==> src/rtl/uart_tx_ctrl.sv <==
`default_nettype none
// ============================================================================
// Module      : uart_tx_ctrl
// Description : Frame-level UART transmitter. Sequences start, data (LSB
//               first), optional parity and one or two stop bits. Bit
//               boundaries are taken from an external baud timer's alarm.
// Revision    : 1.0 - initial release
// ============================================================================
module uart_tx_ctrl #(
    parameter int BBITS = 16,
    parameter int DBITS = 8
) (
    input  logic             clk,
    input  logic             rst,
    input  logic [DBITS-1:0] tx_data,
    input  logic             tx_valid,
    output logic             tx_ready,
    input  logic [BBITS-1:0] baud_div,
    input  logic             parity_en,
    input  logic             parity_odd,
    input  logic             two_stop,
    output logic             tx,
    output logic             busy,
    output logic             done,
    output logic             tim_rst,
    output logic             tim_enable,
    output logic [BBITS-1:0] tim_cnt_val,
    input  logic             tim_alarm
);

    localparam int                 c_IDX_W    = (DBITS > 1) ? $clog2(DBITS) : 1;
    localparam logic [c_IDX_W-1:0] c_LAST_IDX = c_IDX_W'(DBITS - 1);
    localparam logic [c_IDX_W-1:0] c_IDX_ONE  = c_IDX_W'(1);

    typedef enum logic [2:0] {
        ST_IDLE   = 3'd0,
        ST_START  = 3'd1,
        ST_DATA   = 3'd2,
        ST_PARITY = 3'd3,
        ST_STOP   = 3'd4
    } state_t;

    state_t             r_state;
    state_t             w_state_nxt;
    logic [DBITS-1:0]   r_shreg;
    logic [DBITS-1:0]   w_shreg_nxt;
    logic [c_IDX_W-1:0] r_idx;
    logic [c_IDX_W-1:0] w_idx_nxt;
    logic               r_stop_cnt;
    logic               w_stop_nxt;
    logic               r_parity;
    logic               r_parity_en;
    logic               r_two_stop;
    logic               r_tx;
    logic               r_busy;
    logic               r_tx_ready;
    logic               r_tim_enable;
    logic [BBITS-1:0]   r_cnt_val;
    logic               w_accept;
    logic               w_clear;
    logic               w_done;
    logic               w_tx_nxt;

    assign w_accept = (r_state == ST_IDLE) && tx_valid;

    always_comb begin
        w_state_nxt = r_state;
        w_shreg_nxt = r_shreg;
        w_idx_nxt   = r_idx;
        w_stop_nxt  = r_stop_cnt;
        w_clear     = 1'b0;
        w_done      = 1'b0;
        case (r_state)
            ST_IDLE: begin
                if (tx_valid) begin
                    w_clear     = 1'b1;
                    w_shreg_nxt = tx_data;
                    w_idx_nxt   = '0;
                    w_stop_nxt  = 1'b0;
                    w_state_nxt = ST_START;
                end
            end
            ST_START: begin
                if (tim_alarm) begin
                    w_idx_nxt   = '0;
                    w_state_nxt = ST_DATA;
                end
            end
            ST_DATA: begin
                if (tim_alarm) begin
                    w_shreg_nxt = {1'b0, r_shreg[DBITS-1:1]};
                    if (r_idx == c_LAST_IDX) begin
                        w_idx_nxt   = '0;
                        w_state_nxt = r_parity_en ? ST_PARITY : ST_STOP;
                    end else begin
                        w_idx_nxt = r_idx + c_IDX_ONE;
                    end
                end
            end
            ST_PARITY: begin
                if (tim_alarm) begin
                    w_state_nxt = ST_STOP;
                end
            end
            ST_STOP: begin
                if (tim_alarm) begin
                    if (r_two_stop && !r_stop_cnt) begin
                        w_stop_nxt = 1'b1;
                    end else begin
                        w_stop_nxt  = 1'b0;
                        w_done      = 1'b1;
                        w_state_nxt = ST_IDLE;
                    end
                end
            end
            default: begin
                w_state_nxt = ST_IDLE;
            end
        endcase
    end

    // Line level is registered, so it is derived from the state being entered.
    always_comb begin
        w_tx_nxt = 1'b1;
        case (w_state_nxt)
            ST_START:  w_tx_nxt = 1'b0;
            ST_DATA:   w_tx_nxt = w_shreg_nxt[0];
            ST_PARITY: w_tx_nxt = r_parity;
            default:   w_tx_nxt = 1'b1;
        endcase
    end

    always_ff @(posedge clk) begin
        if (rst) begin
            r_state      <= ST_IDLE;
            r_shreg      <= '0;
            r_idx        <= '0;
            r_stop_cnt   <= 1'b0;
            r_parity     <= 1'b0;
            r_parity_en  <= 1'b0;
            r_two_stop   <= 1'b0;
            r_tx         <= 1'b1;
            r_busy       <= 1'b0;
            r_tx_ready   <= 1'b1;
            r_tim_enable <= 1'b0;
            r_cnt_val    <= '0;
        end else begin
            r_state      <= w_state_nxt;
            r_shreg      <= w_shreg_nxt;
            r_idx        <= w_idx_nxt;
            r_stop_cnt   <= w_stop_nxt;
            r_tx         <= w_tx_nxt;
            r_busy       <= (w_state_nxt != ST_IDLE);
            r_tx_ready   <= (w_state_nxt == ST_IDLE);
            r_tim_enable <= (w_state_nxt != ST_IDLE);
            if (w_accept) begin
                r_cnt_val   <= baud_div;
                r_parity_en <= parity_en;
                r_two_stop  <= two_stop;
                r_parity    <= (^tx_data) ^ parity_odd;
            end
        end
    end

    // done is qualified by the live alarm so it lands in the final stop-bit cycle.
    assign done        = w_done & ~rst;
    assign tim_rst     = rst | w_clear;
    assign tx          = r_tx;
    assign busy        = r_busy;
    assign tx_ready    = r_tx_ready;
    assign tim_enable  = r_tim_enable;
    assign tim_cnt_val = r_cnt_val;

endmodule
`default_nettype wire
==> config.mk <==
export PLATFORM = sky130hd
export DESIGN_NAME = uart_tx_ctrl
export DESIGN_NICKNAME = d
export VERILOG_FILES = /design/src/rtl/uart_tx_ctrl.sv
export SDC_FILE = /design/constraint.sdc
export NUM_CORES = 1
export LEC_CHECK = 0
export CAP_MARGIN = 20
export CORE_MARGIN = 4
export CORE_UTILIZATION = 30
export CTS_CLUSTER_DIAMETER = 120
export DETAILED_ROUTE_END_ITERATION = 8
export PLACE_DENSITY_LB_ADDON = 0.1
export SYNTH_ARGS = -nofsm -noshare
export SYNTH_HDL_FRONTEND = slang
export SYNTH_SLANG_ARGS = --single-unit
==> constraint.sdc <==
create_clock -name clk -period 3.1 [get_ports clk]
set_input_delay 0.93 -clock clk [delete_from_list [all_inputs] [get_ports clk]]
set_output_delay 0.93 -clock clk [all_outputs]
set_load 0.01 [all_outputs]
# Word-level counts from Yosys, hierarchy flattened
# Index checks and enable logic that the tools add are counted.
totals:
  regBits: 37
  latch_bits: 0
  mem_bits_rw: 0
  romBits: 0
  wordCells: 69
  memories: 0
op_classes:
  addsub: 1
  n_mul: 0
  div: 0
  n_lt_le_gt_ge: 0
  eq_ne: 12
  shifts: 0
  mux: 27
  bitwise_logic: 4
  reduce_logical: 13
op_table:
  columns: ["cell", "n"]
  rows:
  - ["$mux 3", 12]
  - ["$mux 8", 2]
  - ["$pmux 8 s2", 1]
  - ["$pmux 3 s5", 1]
  - ["$eq 3x2->1 const B", 4]
  - ["$pmux 3 s3", 1]
  - ["$mux 1", 8]
  - ["$ne 2x2->1 const B", 4]
  - ["$reduce_xor 8->1", 1]
  - ["$eq 3x1->1 const B", 2]
  - ["$eq 3x3->1 const B", 2]
  - ["$logic_not 3->1", 2]
  - ["$reduce_and 3->1", 2]
  - ["$reduce_bool 3->1", 2]
  - ["$reduce_and 4->1", 1]
  - ["$reduce_bool 2->1", 2]
  - ["$add 3x1->3 const B", 1]
  - ["$pmux 1 s3", 1]
  - ["$logic_and 1x1->1", 2]
  - ["$pmux 1 s2", 1]
  - ["$and 1x1->1", 1]
  - ["$logic_not 1->1", 1]
  - ["$not 1->1", 1]
  - ["$or 1x1->1", 1]
  - ["$xor 1x1->1", 1]

# Longest topological paths before layout
logic_depth:
  depth_word: 7
  depth_mapped: 7

# Least setup slack after synthesis
# Ideal clock, no wire load.
synth_timing:
  path_type: "input to output"
  from: "input port tim_alarm"
  to: "output port done"
  t_arrival_ps: 1730
  required_time_ps: 2170
  setup_slack_ps: 440
  cell_stages: 2
  n_path_buf: 0
  cell_sequence: "or4b_1 -> nor3b_1"
synth_via:
  elab_chain_len: 3
synth_rtl:
  columns: ["item", "line", "text"]
  rows:
  - ["from (decl)", "28", "input logic tim_alarm"]
  - ["$mux 1", "106", "if (tim_alarm) begin"]
  - ["$mux 1", "73", "case (r_state)"]
  - ["$and 1x1->1", "166", "assign done = w_done & ~rst;"]
  - ["to (decl)", "24", "output logic done,"]
# No other way between the ends.

# Worst setup path in the final report
layout_timing:
  from: "input port tx_valid"
  to: "output port tim_rst"
layout_via:
  elab_chain_len: 3
layout_rtl:
  columns: ["item", "line", "text"]
  rows:
  - ["from (decl)", "16", "input logic tx_valid,"]
  - ["$mux 1", "75", "if (tx_valid) begin"]
  - ["$mux 1", "73", null]
  - ["$or 1x1->1", "167", "assign tim_rst = rst | w_clear;"]
  - ["to (decl)", "25", "output logic tim_rst,"]
# No other way between the ends.

==> results.txt <==
The run finished with clean final reports. The number of diodes added for antenna fixing is 0. The worst-case register-to-register setup slack came out at 1.24 ns. Together, buffers and inverters on the worst path number 2. For the pin with the worst max-slew slack, the measured transition is 0.481 ns. The share of synthesized area occupied by flip-flops and latches came out at 46.0%. The synthesized instance count is 188. The clock network latency to the later pin of the worst-skew pair is 0.28 ns.

The longest clock path from root to sink contains 2 buffers. The number of buffers inserted during clock tree synthesis came out at 5. The count of buffers from port buffering came out at 52. The smallest clock period supported by the final layout is computed as 3.03 ns.

The half-perimeter wire length after detailed placement came out at 2.89 mm. The cell with the largest stage delay on the worst path is sky130_fd_sc_hd__clkdlybuf4s50_1. The peak fanout along the critical path is 2. The critical path goes through clkdlybuf4s50_1 -> nor4b_4 -> or2_2 -> dlygate4sd2_1. The hold violation count in the final report is 0. After floorplanning, the core was sized to cover 0.00514 mm². Yosys attributes the largest share of cell area to sky130_fd_sc_hd__dfxtp_1 (46%), sky130_fd_sc_hd__nand2_1 (11%), sky130_fd_sc_hd__a21oi_1 (9.6%). Summing all multi-input logic gate instances after layout gives 785 µm². The initial antenna violation count is 0. Among all flip-flop cells after synthesis, the most frequent one is sky130_fd_sc_hd__dfxtp_1. The detailed-router iteration count before antenna repair is 4. Broken down by cell family, the worst path's largest delay share belongs to buffers and inverters. The number of clock sinks came out at 37. The count of flip-flops with a built-in enable after synthesis is 0. The number of maximum-capacitance violations came out at 0.

In this run the power density over the cells is 470 mW/mm². The I/O pin total is 53. Global routing finished with a remaining overflow of 0. After the flow finishes, the layout carries non-filler instances totaling 315. Adding up every negative setup slack in the final design gives 0 ns.

The largest net degree at the start of global routing is 30. The post-CTS setup-driven buffer insertion count came out at 0. The fraction of registers with async set/reset is 0%.

The via count of the first global-routing pass came out at 1322. The analysis attributes to cell leakage a power of 0.853 nW. The critical path arrival is 2.10 ns. For this block, the routed nets add up to 4.08 mm of wire. The global-route wire length before repair came out at 6.73 mm.

The highest attainable clock frequency is 330 MHz. Setup repair after global routing left no endpoint under its margin. The depth of the CTS H-tree came out at 2.

After detailed routing, the average wire length per cell comes to 12.9 µm. The number of hold-repair buffers added at the cts stage is 0. The number of filler cells placed in the layout is 576. The die boundary width is 81.2 µm. The area of the die is 0.00660 mm². The detailed-route via count is 1454. The DRC violation count after routing is 0. The portion of synthesized cell area occupied by the leading cell type came out at 46.0%.

The cell area after placement is 0.00222 mm². sky130_fd_sc_hd__dfxtp_1 takes more of the synthesized area than any other cell. Measured against its own limit, the worst slew margin works out to 67.8%.

The worst clock skew on the final layout came out at 0.00563 ns. The peak supply drop is 203 µV. Routability-driven placement finished with a final weighted congestion of 0.726. The synthesized netlist net count is 221. The mean cell area of the mapped netlist came out at 8.56 µm². By startpoint and endpoint, the worst setup path is classified as input pin to output pin. The area growth from synthesis to layout is 43.1%. The data required time of the critical path is 2.17 ns. The final design instance area without fill came out at 0.00230 mm². The largest stage delay on the critical path came out at 0.45 ns.

The max-slew violation count is 0. The DRC marker count from the first detailed-route iteration came out at 71. The share of cells above drive strength 1 came out at 11.4%. In this run the vertical extent of the chip is 81.2 µm. Synthesis instantiated 38 different standard cells from the library. STA classifies the critical path endpoint as an output pin. The register bit count reported by yosys is 37. The final-layout worst hold slack came out at 0.453 ns.

The final-report setup violation count came out at 0. The tree is rooted in a sky130_fd_sc_hd__clkbuf_8. The worst setup path is launched from an input pin. Summing all flip-flop and latch instances after layout gives 741 µm².

The design draws 0.00108 W. The starting density of the core came out at 31.3%. The mapped netlist covers 0.00161 mm².

Across every metal layer, demand over resource in global routing totals 13.2%. In the finished design, the share of the clock period the worst path needs comes to 97.8%. The class of the tightest hold or removal check is register to register. The number of antenna-violating nets in the routed design is 0. The number of gates given a new drive strength after cts came out at 9. The clock transition at the registers of the reported paths is 0.07 ns.

The post-detailed-route via-to-cell ratio is 4.62. The post-layout net count is 277. The clock tree from TritonCTS is yes. The number of synthesis warnings came out at 0. The number of placed instances, taps included came out at 307.

Row generation in the floorplan step produced 26 rows.
[cell usage after synthesis (2+ instances only)]
library cell	count
sky130_fd_sc_hd__nand2_1	46
sky130_fd_sc_hd__dfxtp_1	37
sky130_fd_sc_hd__a21oi_1	31
sky130_fd_sc_hd__nor2_1	12
sky130_fd_sc_hd__a22oi_1	6
sky130_fd_sc_hd__clkbuf_1	6
sky130_fd_sc_hd__buf_4	5
sky130_fd_sc_hd__xnor2_1	5
sky130_fd_sc_hd__nand4_1	3
sky130_fd_sc_hd__nor3b_1	3
sky130_fd_sc_hd__o21ai_0	3
sky130_fd_sc_hd__a31oi_1	2
sky130_fd_sc_hd__buf_2	2
sky130_fd_sc_hd__ha_1	2
sky130_fd_sc_hd__inv_1	2
[flip-flops by register name, indices dropped and copies added (netlist names), 3 cells and up]
| signal | cells |
|---|---|
| r_idx | 3 |
| r_state | 3 |
| r_shreg | 8 |
| tim_cnt_val | 16 |
[metrics by stage]
stage	worst slack [ns]	util, %
after floorplan	0.440	-
after global placement	-0.513	43.2
after detailed placement	-0.505	43.2
after CTS	0.0496	44.8
after global routing	0.0153	44.8
final	0.0676	44.8
[placed cells by master (no fill, tap or decap), types with 3 or more instances in the layout]
cell type	instances
sky130_fd_sc_hd__o21ai_0	3
sky130_fd_sc_hd__xnor2_1	5
sky130_fd_sc_hd__nand2_1	46
sky130_fd_sc_hd__a22oi_1	6
sky130_fd_sc_hd__buf_4	11
sky130_fd_sc_hd__clkdlybuf4s50_1	49
sky130_fd_sc_hd__nor2_1	12
sky130_fd_sc_hd__clkbuf_8	5
sky130_fd_sc_hd__a21oi_1	31
sky130_fd_sc_hd__nand4_1	3
sky130_fd_sc_hd__dfxtp_1	37
[worst min-delay path: cells and delay by family (launching register included)]
kind / cells / cell delay [ns]
AOI/OAI and AO/OA: 1 / 0.05
DFF: 1 / 0.31
and+or+nand+nor: 1 / 0.05
[power breakdown]
part           switching [W]  internal, W
registers          0.0000158     0.000508
clock network       0.000163     0.000156
logic               0.000112     0.000128
[logic make-up (layout without fill, tap and decap cells)]
logic type / after synthesis / count (layout) / synth area share (%)
and+or+nand+nor: 73 / 73 / 21.5
muxes: 1 / 1 / 0.622
xor gates and xnor gates: 7 / 7 / 4.67
adders and majority gates: 2 / 2 / 1.55
DFF: 37 / 37 / 46.0
buffers and inverters: 17 / 74 / 5.75
AOI/OAI and AO/OA: 51 / 51 / 19.9
[final timing paths]
check	startpoint	to	cells after the start
worst max-delay path	tx_valid	tim_rst	4
worst min-delay path	tim_cnt_val[9]$_SDFFE_PP0P_	tim_cnt_val[9]$_SDFFE_PP0P_	2
worst max register to register	r_state[1]$_SDFF_PP0_	tx$_SDFF_PP1_	7
worst min register to register	tim_cnt_val[9]$_SDFFE_PP0P_	tim_cnt_val[9]$_SDFFE_PP0P_	2
[metal layers]
metal | vias up | track usage (%) | part of all wire, %
met2 | 32 | 19.9 | 47
li1 | 749 | - | -
met3 | 2 | 3.66 | 4.7
met1 | 671 | 18.4 | 48
met4 | 0 | 3.55 | 0.49
met5 | - | 0 | 0
[area by class of cell]
cell class,count,area share (%)
Timing Repair Buffer,63,25.9
Multi-Input combinational cell,134,34.1
Sequential cell,37,32.2
Clock buffer,6,3.15
Clock inverter,2,0.435
Tap cell,70,3.80
Inverter,3,0.489
No activity file was read; power rests on OpenSTA's default activity.
